### src/rtl/fp_div_arbiter.sv
// fp_div_arbiter: shares one AXI-stream floating-point divider between two
// requesters. Round-robin grant, held stable while an offer is unaccepted;
// an in-order tag FIFO records which port issued each operation so that the
// divider's results can be steered back to the right requester.
module fp_div_arbiter #(
    parameter int unsigned WIDTH   = 32,
    parameter int unsigned MAX_OUT = 16
) (
    input  logic                     aclk,
    input  logic                     aresetn,

    input  logic                     req0_tvalid,
    output logic                     req0_tready,
    input  logic [WIDTH-1:0]         req0_a,
    input  logic [WIDTH-1:0]         req0_b,

    input  logic                     req1_tvalid,
    output logic                     req1_tready,
    input  logic [WIDTH-1:0]         req1_a,
    input  logic [WIDTH-1:0]         req1_b,

    output logic [WIDTH-1:0]         div_a_tdata,
    output logic [WIDTH-1:0]         div_b_tdata,
    output logic                     div_in_tvalid,
    input  logic                     div_in_tready,

    input  logic [WIDTH-1:0]         div_res_tdata,
    input  logic                     div_res_tvalid,
    output logic                     div_res_tready,

    output logic [WIDTH-1:0]         res0_tdata,
    output logic                     res0_tvalid,
    input  logic                     res0_tready,

    output logic [WIDTH-1:0]         res1_tdata,
    output logic                     res1_tvalid,
    input  logic                     res1_tready,

    output logic [$clog2(MAX_OUT):0] outstanding,
    output logic                     err_orphan
);

    localparam int unsigned PW = $clog2(MAX_OUT);
    localparam int unsigned CW = PW + 1;

    typedef enum logic {
        ARB_OPEN,
        ARB_HELD
    } arb_state_t;

    arb_state_t         state;
    arb_state_t         state_next;

    logic               lock_sel;
    logic               prio;
    logic               grant;
    logic               full;
    logic               in_valid;
    logic               issue;

    logic [CW-1:0]      wr_ptr;
    logic [CW-1:0]      rd_ptr;
    logic [MAX_OUT-1:0] tag_mem;
    logic               fifo_empty;
    logic               head;
    logic               pop;
    logic               orphan;

    // Issue-side qualifiers; outputs are forced low while reset is asserted.
    assign full     = (outstanding == CW'(MAX_OUT));
    assign in_valid = aresetn & (req0_tvalid | req1_tvalid) & ~full;
    assign issue    = in_valid & div_in_tready;

    assign div_in_tvalid = in_valid;
    assign req0_tready   = issue & ~grant;
    assign req1_tready   = issue & grant;
    assign div_a_tdata   = grant ? req1_a : req0_a;
    assign div_b_tdata   = grant ? req1_b : req0_b;

    // Grant select: held offer wins, otherwise single requester or priority.
    always_comb begin
        grant = 1'b0;
        if (state == ARB_HELD) begin
            grant = lock_sel;
        end else if (req0_tvalid && req1_tvalid) begin
            grant = prio;
        end else if (req1_tvalid) begin
            grant = 1'b1;
        end
    end

    // Next-state: hold the grant while an offer waits on the divider.
    always_comb begin
        state_next = state;
        case (state)
            ARB_OPEN: if (in_valid && !div_in_tready) state_next = ARB_HELD;
            ARB_HELD: if (issue) state_next = ARB_OPEN;
            default:  state_next = ARB_OPEN;
        endcase
    end

    // Arbitration state register.
    always_ff @(posedge aclk or negedge aresetn) begin
        if (!aresetn) begin
            state <= ARB_OPEN;
        end else begin
            state <= state_next;
        end
    end

    // Captured grant for a stalled offer, and round-robin priority update.
    always_ff @(posedge aclk or negedge aresetn) begin
        if (!aresetn) begin
            lock_sel <= 1'b0;
            prio     <= 1'b0;
        end else begin
            if (state == ARB_OPEN && in_valid && !div_in_tready) begin
                lock_sel <= grant;
            end
            if (issue) begin
                prio <= ~grant;
            end
        end
    end

    // Tag FIFO status: extra pointer bit separates full from empty.
    assign fifo_empty = (wr_ptr == rd_ptr);
    assign head       = tag_mem[rd_ptr[PW-1:0]];

    // Result steering to the port named by the FIFO head; drop when empty.
    always_comb begin
        res0_tvalid    = 1'b0;
        res1_tvalid    = 1'b0;
        div_res_tready = 1'b0;
        if (aresetn) begin
            if (fifo_empty) begin
                div_res_tready = 1'b1;
            end else if (head) begin
                res1_tvalid    = div_res_tvalid;
                div_res_tready = res1_tready;
            end else begin
                res0_tvalid    = div_res_tvalid;
                div_res_tready = res0_tready;
            end
        end
    end

    assign res0_tdata = div_res_tdata;
    assign res1_tdata = div_res_tdata;

    assign pop    = div_res_tvalid & div_res_tready & ~fifo_empty;
    assign orphan = div_res_tvalid & div_res_tready & fifo_empty;

    // Tag FIFO pointers.
    always_ff @(posedge aclk or negedge aresetn) begin
        if (!aresetn) begin
            wr_ptr <= '0;
            rd_ptr <= '0;
        end else begin
            if (issue) wr_ptr <= wr_ptr + CW'(1);
            if (pop)   rd_ptr <= rd_ptr + CW'(1);
        end
    end

    // Tag storage; contents are only meaningful between the pointers.
    always_ff @(posedge aclk) begin
        if (issue) begin
            tag_mem[wr_ptr[PW-1:0]] <= grant;
        end
    end

    // In-flight operation count.
    always_ff @(posedge aclk or negedge aresetn) begin
        if (!aresetn) begin
            outstanding <= '0;
        end else if (issue && !pop) begin
            outstanding <= outstanding + CW'(1);
        end else if (pop && !issue) begin
            outstanding <= outstanding - CW'(1);
        end
    end

    // Sticky flag for a result that had no matching tag.
    always_ff @(posedge aclk or negedge aresetn) begin
        if (!aresetn) begin
            err_orphan <= 1'b0;
        end else if (orphan) begin
            err_orphan <= 1'b1;
        end
    end

endmodule

### config.mk
export PLATFORM = sky130hd
export DESIGN_NAME = fp_div_arbiter
export DESIGN_NICKNAME = d
export VERILOG_FILES = /design/src/rtl/fp_div_arbiter.sv
export SDC_FILE = /design/constraint.sdc
export NUM_CORES = 1
export LEC_CHECK = 0
export ABC_CLOCK_PERIOD_IN_PS = 3600
export BUFFER_PORTS_ARGS = -buffer_cell sky130_fd_sc_hd__buf_2
export CORE_AREA = 2 2 120 122
export CTS_CLUSTER_SIZE = 25
export DETAILED_ROUTE_END_ITERATION = 6
export DIE_AREA = 0 0 122 124
export SKIP_CTS_REPAIR_TIMING = 1
export SLEW_MARGIN = 0
export SYNTH_ARGS = -nofsm -noshare
export SYNTH_HDL_FRONTEND = slang
export SYNTH_SLANG_ARGS = --single-unit
### constraint.sdc
create_clock -name aclk -period 3.6 [get_ports aclk]
set_input_delay 0.18 -clock aclk [delete_from_list [all_inputs] [get_ports aclk]]
set_output_delay 0.18 -clock aclk [all_outputs]
set_load 0.01 [all_outputs]
# Yosys cells after proc, flatten, opt, wreduce, memory -nomap -nowiden
# Index checks and enable logic that the tools add are counted.
totals:
  register_bits: 35
  output_inout_bits: 140
  elab_cells: 65
op_classes:
  add_sub_neg: 4
  order_cmp: 3
  n_eq_ne: 2
  muxes: 24
  bitwise: 13
  n_reduce_logical: 11
op_table:
  columns: ["operator", "count"]
  rows:
  - ["32-bit two-way mux", 2]
  - ["16-bit bitwise mux", 1]
  - ["1-bit two-way mux", 16]
  - ["5-bit by 1-bit adder with 5-bit output, second input constant", 3]
  - ["4-bit by 5-bit < comparator with 1-bit output, second input constant", 2]
  - ["5-bit two-way mux", 2]
  - ["1-bit bitwise AND", 8]
  - ["1-bit logical AND", 7]
  - ["5-bit equality test", 1]
  - ["5-bit equality test, second input constant", 1]
  - ["5-bit by 1-bit subtractor with 5-bit output, second input constant", 1]
  - ["1-bit binary-select mux with 4-bit select", 1]
  - ["1-bit demux with 4-bit select", 1]
  - ["4-bit by 1-bit greater-or-equal comparator with 1-bit output, second input constant", 1]
  - ["1-bit NOT", 4]
  - ["1-bit zero test", 3]
  - ["1-bit case mux with 2 select lines", 1]
  - ["2-bit nonzero test", 1]
  - ["1-bit OR", 1]

# Longest topological paths before layout
depth:
  ltp_word: 10
  depth_mapped: 14

# Least setup slack after synthesis
# Ideal clock, no wire load.
synth_timing:
  kind: "reg-to-reg"
  startpoint: "register rd_ptr[0]"
  endpoint: "register outstanding[4]"
  setup_ns: 0.126
  t_arrival_ns: 3.008
  slack_ns: 0.466
  stages_incl_launch_ff: 15
  period_less_slack_ns: 3.134
  cell_sequence: "dfrtp_1 -> buf_6 -> mux4_1 -> mux2i_1 -> mux2_4 -> mux2_4 -> inv_1 -> ha_1 -> inv_1 -> fa_1 -> a21o_1 -> a21oi_1 -> xnor2_1 -> nor2_1 -> xor2_1"
synth_via:
  elab_chain_cells: 10
  elab_cells_between_ends: 14
  classes_between: "1 x eq/ne; 6 x mux; 3 x bitwise; 4 x reduce/logical"
synth_rtl:
  columns: ["element", "line", "text"]
  rows:
  - ["from (decl)", "62", "logic [CW-1:0] rd_ptr;"]
  - ["from (signal assigned)", "161", "if (pop) rd_ptr <= rd_ptr + CW'(1);"]
  - ["1-bit binary-select mux with 4-bit select", "128", "assign head = tag_mem[rd_ptr[PW-1:0]];"]
  - ["1-bit two-way mux (not written as such)", "128", null]
  - ["1-bit two-way mux", "138", "end else if (head) begin"]
  - ["1-bit two-way mux", "136", "if (fifo_empty) begin"]
  - ["1-bit two-way mux", "135", "if (aresetn) begin"]
  - ["1-bit bitwise AND", "151", "assign pop = div_res_tvalid & div_res_tready & ~fifo_empty;"]
  - ["1-bit bitwise AND (*)", "151", null]
  - ["1-bit zero test", "176", "end else if (issue && !pop) begin"]
  - ["1-bit logical AND", "176", null]
  - ["5-bit two-way mux / 2-bit nonzero test (equally long branches)", null, null]
  - ["to (signal assigned)", "177", "outstanding <= outstanding + CW'(1);"]
  - ["to (signal assigned)", "179", "outstanding <= outstanding - CW'(1);"]
  - ["to (decl)", "39", "output logic [$clog2(MAX_OUT):0] outstanding,"]
# Mark *: on every way between the ends. The rest lies on a longest branch, timed or not. The select of a mux whose other input is x is not followed.
# A chain may end at the register's enable or synchronous reset.

# Final worst setup path
# Same ends and word-level chain as after synthesis.

==> impl_metrics.env <==
export IMPL_hold_violations=0
export IMPL_ios=308
export IMPL_syn_area_um2=3150
export IMPL_rr_endpoint="outstanding[4]"
export IMPL_drt_iter0_drc=51
export IMPL_tightest_slew_ns=0.506
export IMPL_h_tree_depth=2
export IMPL_setup_viol=0
export IMPL_synth_net_count=476
export IMPL_met3_length_mm=1.60
export IMPL_endpoint_kind="flip-flop"
export IMPL_clock_latency_ns=0.28
export IMPL_die_area_um2=15100
export IMPL_grt_pass1_wl_mm=17.5
export IMPL_wl_met1_mm=5.31
export IMPL_yosysWarningCount=0
export IMPL_syn_area_per_cell_um2=10.6
export IMPL_worstHoldPathType="primary input to flip-flop"
export IMPL_ys_types=34
export IMPL_powerDensity_nw_per_um2=637
export IMPL_r2r_start="rd_ptr[0]"
export IMPL_layout_commonest_cell="buf_2"
export IMPL_worst_path_max_delay_cell="mux4_1"
export IMPL_cts_tree="built"
export IMPL_leakagePower_nw=1.95
export IMPL_die_x_um=122
export IMPL_status="finished, final reports clean"
export IMPL_dr_pass1_iters=4
export IMPL_path_class="flip-flop to flip-flop"
export IMPL_grt_use_total_pct=16.1
export IMPL_portBuffers=211
export IMPL_fin_crit_sh_pct=92.2
export IMPL_worstPathArrival_ns=3.48
export IMPL_final_cells=628
export IMPL_ys_ff_latch=35
export IMPL_grt_max_degree=47
export IMPL_power_w=0.00261
export IMPL_rsz0062_at_grt="no"
export IMPL_n_fill_cell=1471
export IMPL_hold_depth=3
export IMPL_seqPwrFrac_pct=27.5
export IMPL_via_per_inst=4.36
export IMPL_critical_path_max_fanout=7
export IMPL_drt_total_wl_mm=12.6
export IMPL_slew_violations=0
export IMPL_clock_sinks=35
export IMPL_clk_path_buf_depth=2
export IMPL_p_clk_share_pct=15.9
export IMPL_numCtsBuffers=5
export IMPL_p_comb_share_pct=56.5
export IMPL_dpl_hpwl_mm=10.8
export IMPL_drive_gt1_share_pct=66.4
export IMPL_synthArstFlopShare_pct=54.3
export IMPL_drcViolationCount=0
export IMPL_netlist_instances=298
export IMPL_dp_cells=615
export IMPL_holdWs_ns=0.230
export IMPL_final_core_util_pct=29.8
export IMPL_synthToLayoutAreaGrowth_pct=29.9
export IMPL_clkTransAtPathRegs_ns=0.05
export IMPL_vdd_drop_max_mv=0.261
export IMPL_topRoutingLayerUsed="met5"
export IMPL_wl_met2_mm=5.60
export IMPL_synth_seq_area_share_pct=30.4
export IMPL_synthFlopType="dfrtp_1"
export IMPL_maxSlewHeadroom_pct=66.1
export IMPL_gr_total_overflow=0
export IMPL_swShare_pct=40.8
export IMPL_clock_fmax_mhz=301
export IMPL_cts_root_buf="clkbuf_16"
export IMPL_reg2reg_setup_slack_ns=0.28
export IMPL_reg2reg_depth=13
export IMPL_fin_skew_ns=0.00210
export IMPL_antenna_found_initial=2
export IMPL_grt_pass1_vias=2718
export IMPL_ant_nets=0
export IMPL_drv_cap=0
export IMPL_min_period_ns=3.32
export IMPL_p_sw_w=0.00106
export IMPL_wl_per_cell_um=20.1
export IMPL_cp_cell_sequence="mux4_1 > mux2i_1 > mux2_4 > mux2_4 > inv_1 > ha_1 > inv_1 > fa_1 > a21o_1 > a21oi_1 > xnor2_1 > nor2_1 > xor2_1"
export IMPL_core_area_um2=13700
export IMPL_tns_ns=0
export IMPL_max_stage_delay_ns=0.57
export IMPL_synth_edff_count=16
export IMPL_start_util_pct=23.0
export IMPL_final_cell_mix="buf_2 (211), mux2_2 (66), dfrtp_1 (18)"
export IMPL_worstPathRequired_ns=3.76
export IMPL_hold_start="div_in_tready"
export IMPL_start_kind="flip-flop"
export IMPL_rows=43
export IMPL_nNetsFinal=623
export IMPL_vias=2735
export IMPL_intPower_w=0.00154
export IMPL_gp_congestion=0.870
export IMPL_die_h_um=124
stage by stage:
stage / setup slack [ns] / area, um2
after CTS: 0.111 / 4060
final: 0.282 / 4090
after global placement: 0.200 / 3920
after floorplan: 0.466 / 3150
after detailed placement: 0.142 / 3920
after global routing: 0.0374 / 4090
sequential cells by signal, indices dropped and copies added, names as in the netlist, named ones only:
register     cells
err_orphan       1
outstanding      5
tag_mem         16
wr_ptr           5
lock_sel         1
prio             1
rd_ptr           5
cell type report:
type	count	area [um2]	share of cell area (%)
Antenna cell	2	5.00	0.122
Tap cell	180	225	5.50
Clock buffer	6	129	3.15
Timing Repair Buffer	217	1120	27.3
Sequential cell	35	957	23.4
Multi-Input combinational cell	177	1610	39.4
Inverter	9	33.8	0.826
Clock inverter	2	12.5	0.306
per-layer routing:
layer  track usage, %  vias up
met4             3.16        2
met2             23.4      157
met1             21.3     1293
li1                 -     1274
met3             8.47        9
met5                0        -
critical path, delay by kind of cell, from the launching register on:
family / cells / cell delay [ns]
AO/OA/AOI/OAI: 2 / 0.35
XOR/XNOR: 2 / 0.27
adder cells (fa/ha/maj): 2 / 0.59
buffers and inverters: 2 / 0.17
flip-flops: 1 / 0.45
multiplexers: 4 / 1.31
AND/OR/NAND/NOR: 1 / 0.06
kinds of logic (layout without fill, tap and decap cells):
group / count (synthesis) / after routing / share of synthesized area, %
xor+xnor: 18 / 18 / 5.01
fa+ha+maj: 10 / 10 / 4.21
compound gates: 23 / 23 / 4.85
buf+inv: 86 / 234 / 18.8
mux: 79 / 79 / 30.3
simple gates: 47 / 47 / 6.52
other cells: 0 / 2 / 0
flops: 35 / 35 / 30.4
cell usage after synthesis (2+ instances only):
library cell,instances,area [um2]
mux2_4,3,45.0
xor2_1,9,78.8
ha_1,9,113
buf_6,3,33.8
xnor2_1,9,78.8
dfrtp_1,19,475
a211oi_1,4,30.0
o21ai_0,6,30.0
a21o_1,3,22.5
mux2_2,66,743
buf_4,64,480
nor3_1,4,20.0
edfxtp_1,16,480
inv_1,8,30.0
nand3_1,2,10.0
mux4_1,4,105
a2111oi_0,4,35.0
buf_2,5,25.0
nor2_1,17,63.8
mux2i_1,6,60.1
a21oi_1,3,15.0
nand2_1,17,63.8
clkbuf_1,5,18.8
nand2b_1,2,12.5
power groups by stage:
| stage | logic (W) | clock network, W | registers, W |
|---|---|---|---|
| floorplan | 0.00113 | 0 | 0.000647 |
| global placement | 0.00144 | 0 | 0.000720 |
| detailed placement | 0.00146 | 0 | 0.000726 |
| CTS | 0.00147 | 0.000422 | 0.000720 |
| global route | 0.00163 | 0.000441 | 0.000738 |
| finish | 0.00147 | 0.000415 | 0.000718 |
worst max path at each step:
stage                   start        endpoint  slack [ns]  depth (start not counted)
floorplan           rd_ptr[0]  outstanding[4]        0.47                         14
global placement    rd_ptr[0]  outstanding[4]        0.20                         13
detailed placement  rd_ptr[0]  outstanding[4]        0.14                         13
CTS                 rd_ptr[0]  outstanding[4]        0.11                         13
global route        rd_ptr[0]  outstanding[4]        0.04                         13
finish              rd_ptr[0]  outstanding[4]        0.28                         13
No activity file was read; power rests on OpenSTA's default activity.
